## config.mk

```make
export PLATFORM = sky130hd
export DESIGN_NAME = addsub_arb
export DESIGN_NICKNAME = d
export VERILOG_FILES = /design/src/rtl/addsub_arb.sv
export SDC_FILE = /design/constraint.sdc
export NUM_CORES = 1
export LEC_CHECK = 0
export CORE_ASPECT_RATIO = 1.2
export CORE_MARGIN = 4
export CORE_UTILIZATION = 38
export DETAILED_ROUTE_END_ITERATION = 7
export GPL_ROUTABILITY_DRIVEN = 1
export PLACE_DENSITY_LB_ADDON = 0.12
export RECOVER_POWER = 100
export SETUP_SLACK_MARGIN = 0.02
export SLEW_MARGIN = 25
export SYNTH_ARGS = -nofsm -noshare
export SYNTH_HDL_FRONTEND = slang
export SYNTH_SLANG_ARGS = --single-unit
```

## constraint.sdc

```tcl
create_clock -name clk -period 7.4 [get_ports clk]
set_clock_uncertainty 0.2 [all_clocks]
set_input_delay 1.11 -clock clk [delete_from_list [all_inputs] [get_ports clk]]
set_output_delay 1.11 -clock clk [all_outputs]
set_load 0.01 [all_outputs]
```

## src/rtl/addsub_arb.sv

```systemverilog
// addsub_arb: round-robin arbitrated shared adder/subtractor feeding a one-entry result slot
// Ports: clk, rst_n (asynchronous, active-low)
//   req_valid[NREQ], req_ready[NREQ] (one-hot grant), req_a/req_b[NREQ*dw] (requester i at [i*dw +: dw]),
//   req_add_sub[NREQ] (1 = A+B, 0 = A-B)
//   rsp_valid, rsp_ready, rsp_result[dw], rsp_id (index of the producing requester)
// Define ADDSUB_ARB_OVF_EN to add rsp_ovf, the signed-overflow flag registered alongside rsp_result.
module addsub_arb #(
    parameter int dw = 8,
    parameter int NREQ = 2,
    localparam int iw = (NREQ > 2) ? $clog2(NREQ) : 1
) (
    input  logic               clk,
    input  logic               rst_n,
    input  logic [NREQ-1:0]    req_valid,
    output logic [NREQ-1:0]    req_ready,
    input  logic [NREQ*dw-1:0] req_a,
    input  logic [NREQ*dw-1:0] req_b,
    input  logic [NREQ-1:0]    req_add_sub,
    output logic               rsp_valid,
    input  logic               rsp_ready,
    output logic [dw-1:0]      rsp_result,
    output logic [iw-1:0]      rsp_id
`ifdef ADDSUB_ARB_OVF_EN
    ,
    output logic               rsp_ovf
`endif
);
    typedef enum logic {EMPTY, FULL} slot_t;
    slot_t         state, state_nxt;
    logic [iw-1:0] ptr, ptr_nxt, gnt_id;
    logic          grant, op_add;
    logic [dw-1:0] op_a, op_b, sum;
`ifdef ADDSUB_ARB_OVF_EN
    logic          ovf;
`endif
    // Scan from the farthest offset back towards ptr so the nearest valid requester wins.
    always_comb begin
        gnt_id = ptr;
        for (int j = NREQ - 1; j >= 0; j--)
            if (req_valid[iw'((int'(ptr) + j) % NREQ)]) gnt_id = iw'((int'(ptr) + j) % NREQ);
    end
    always_comb begin
        grant = (state == EMPTY || rsp_ready) && |req_valid;
        req_ready = grant ? (NREQ'(1) << gnt_id) : '0;
        op_a = req_a[gnt_id*dw +: dw];
        op_b = req_b[gnt_id*dw +: dw];
        op_add = req_add_sub[gnt_id];
        sum = op_add ? op_a + op_b : op_a - op_b;
        ptr_nxt = (gnt_id == iw'(NREQ - 1)) ? '0 : gnt_id + 1'b1;
        state_nxt = grant ? FULL : (rsp_ready ? EMPTY : state);
`ifdef ADDSUB_ARB_OVF_EN
        ovf = op_add ? (op_a[dw-1] == op_b[dw-1]) && (sum[dw-1] != op_a[dw-1])
                     : (op_a[dw-1] != op_b[dw-1]) && (sum[dw-1] != op_a[dw-1]);
`endif
    end
    assign rsp_valid = state == FULL;
    always_ff @(posedge clk or negedge rst_n) begin
        if (!rst_n) begin
            state <= EMPTY;
            ptr <= '0;
            rsp_result <= '0;
            rsp_id <= '0;
`ifdef ADDSUB_ARB_OVF_EN
            rsp_ovf <= 1'b0;
`endif
        end else begin
            state <= state_nxt;
            if (grant) begin
                ptr <= ptr_nxt;
                rsp_result <= sum;
                rsp_id <= gnt_id;
`ifdef ADDSUB_ARB_OVF_EN
                rsp_ovf <= ovf;
`endif
            end
        end
    end
endmodule

```

==> flow_summary.yaml <==
run_status:
  outcome: "finished clean"
logic_synthesis:
  synth_cell_types: 40
  yosys_warnings: 0
  synth_ff_type: "dfrtp_1"
  synth_cells: 136
  synth-async-reset-ratio_pct: 100
  yosys-top-cells-area: "dfrtp_1, ha_1, mux2i_1, mux2_2, xor2_1"
  netlist.area_leader.share_pct: 22.9
  ys_ff_latch: 11
  ys_seq_area_share_pct: 22.9
  synth_nets: 184
  syn_area_per_cell_sq_um: 8.82
  yosysTopAreaCell: "dfrtp_1"
  syn_area_sq_um: 1200
  synth_edf_count: 0
layout:
  syn_to_final_growth_pct: 45.7
  fillers: 278
  nNetsFinal: 235
  final_area_sq_um: 1750
  layout.cells.most_common_list: "clkdlybuf4s50_1, dlygate4sd3_1, dfrtp_1, o21ai_0, nand2_1"
  layout_commonest_cell: "clkdlybuf4s50_1"
  drive_gt1_share_pct: 8.60
  final-seq-area_sq_um: 275
  multi_input_area_sq_um: 871
  diodes: 0
detailed_routing:
  vias: 1170
  drt_pass1_iterations: 4
  ant_nets: 0
  routed_wirelength_um: 2920
  route.detailed.drc: 0
  post_drt_wl_per_cell_um: 13.2
  vias_per_cell: 5.27
  initialDrtViolationCount: 26
hold_path:
  hp-class: "register to register"
timing:
  worst_slack_ns: 2.76
  rsz0062_at_grt: "no"
  period_needed_ns: 4.64
  max_slew_margin_pct: 33.3
  max_freq_ghz: 0.216
  tightestPinTransition_ns: 1.00
  tns_ns: 0
  setup_viol: 0
  final.period_utilization_pct: 62.7
  hold_viol: 0
  report.final.slew_viol_count: 0
global_routing:
  grt_max_degree: 27
  antenna_found_initial: 0
  grt_pass1_vias: 1229
  track_usage_pct: 15.5
  grt_pass1_wl_um: 5070
  gr-total-overflow: 0
place:
  io_buffers: 50
  dp_slack_ns: 3.21
  hpwl_um: 2490
  gp_congestion: 0.852
  placed_area_sq_um: 1730
cts:
  clock_latency_ns: 0.27
  clkSinkCount: 11
  ctsHoldBuffers: 0
  clkTransAtPathRegs_ns: 0.07
  clockBufferDepth: 2
  cts_root_buf: "clkbuf_4"
  h-tree-depth: 1
  cts_tree: "done"
  cts_resized: 0
  post-cts-setup-buffers: 0
  cts_buffers: 3
worst_setup_path:
  worstPathArrival_ns: 3.33
  path_class: "input pin to output port"
  crit_required_ns: 6.09
  startpoint_type: "input pin"
  worstSetupEndpointType: "output port"
  crit_path_max_fanout: 23
power:
  irDropWorstVdd_uv: 212
  power.density_nw_per_um2: 317
  p_leak_uw: 0.000749
  total_power_uw: 554
floorplan:
  row_count: 22
  die_height_um: 69.6
  initial_core_util_pct: 39.3
  io_pins: 51
  core-area_sq_um: 3060
  die_area_sq_um: 4120
  die_w_um: 59.3
job:
  cap_violations: 0
==> layer usage <==
layer  part of all wire, %  vias to the layer above  track usage [%]
li1                      -                      597                -
met1                    40                      522             16.4
met2                    52                       42             27.7
met3                   5.8                        9             2.61
met4                   3.0                        0             8.31
met5                     0                        -                0
==> path summary, 6_finish.rpt <==
kind / cells after the start / slack (ns) / to / start
min in group asynchronous: 1 / 1.04 / rsp_result[2] / rst_n
worst min register to register: 1 / 0.27 / rsp_id / rsp_id
max in group asynchronous: 1 / 5.63 / rsp_result[5] / rst_n
worst max-delay path: 6 / 2.76 / req_ready[1] / rsp_ready
worst max register to register: 11 / 3.72 / rsp_result[7] / ptr
worst min-delay path: 1 / 0.27 / rsp_id / rsp_id
==> per-stage QoR <==
step / instances / utilization, % / hold WS [ns]
after global routing: 222 / 57.2 / 0.299
final: 222 / 57.2 / 0.274
after global placement: 218 / 56.5 / 0.258
after floorplan: 136 / - / 0.314
after CTS: 222 / 57.3 / 0.286
after detailed placement: 218 / 56.5 / 0.270
==> cell type report <==
class / instances / share of cell area, %
inverters: 7 / 1.50
multi-input cells: 113 / 49.8
flip-flops and latches: 11 / 15.7
clock buffers: 4 / 1.50
repair buffers: 51 / 28.8
well taps: 36 / 2.58
==> power by group <==
part / total, uW / internal (uW) / switching [uW]
clock: 40.8 / 20.9 / 20.0
combinational: 389 / 207 / 182
sequential: 124 / 87.5 / 36.6
total: 554 / 315 / 239
==> synthesized netlist by cell type, drive strengths merged (2+ instances only) <==
| master | count |
|---|---|
| mux2 | 8 |
| mux2i | 8 |
| clkbuf | 2 |
| nand3 | 2 |
| xor2 | 6 |
| nor2 | 9 |
| a21o | 4 |
| a21oi | 6 |
| nor2b | 2 |
| nand2 | 10 |
| nand4 | 2 |
| or4 | 2 |
| a211oi | 3 |
| ha | 8 |
| nand2b | 2 |
| xnor2 | 5 |
| inv | 7 |
| o21ai | 10 |
| nor3b | 6 |
| buf | 3 |
| dfrtp | 11 |
| nor3 | 8 |
==> critical path, cell delays in order <==
cell and delay, ns:
dlygate4sd3_1 0.53, nand2b_1 0.17, o21ai_0 0.08, clkbuf_1 0.67
nor2_1 0.12, dlygate4sd3_1 0.65
==> cells by family (layout without fill, tap and decap cells) <==
logic type | after synthesis | in the layout | synth area share, %
mux | 16 | 16 | 14.5
simple gates | 49 | 49 | 25.2
compound gates | 28 | 28 | 14.8
buf+inv | 12 | 62 | 4.48
xor+xnor | 11 | 11 | 8.03
fa+ha+maj | 9 | 9 | 10.0
flops | 11 | 11 | 22.9
==> registers in the layout, indices dropped and copies added (netlist names) <==
| register | count |
|---|---|
| ptr | 1 |
| rsp_valid | 1 |
| rsp_id | 1 |
| rsp_result | 8 |
(Power assumes the default switching activity.)
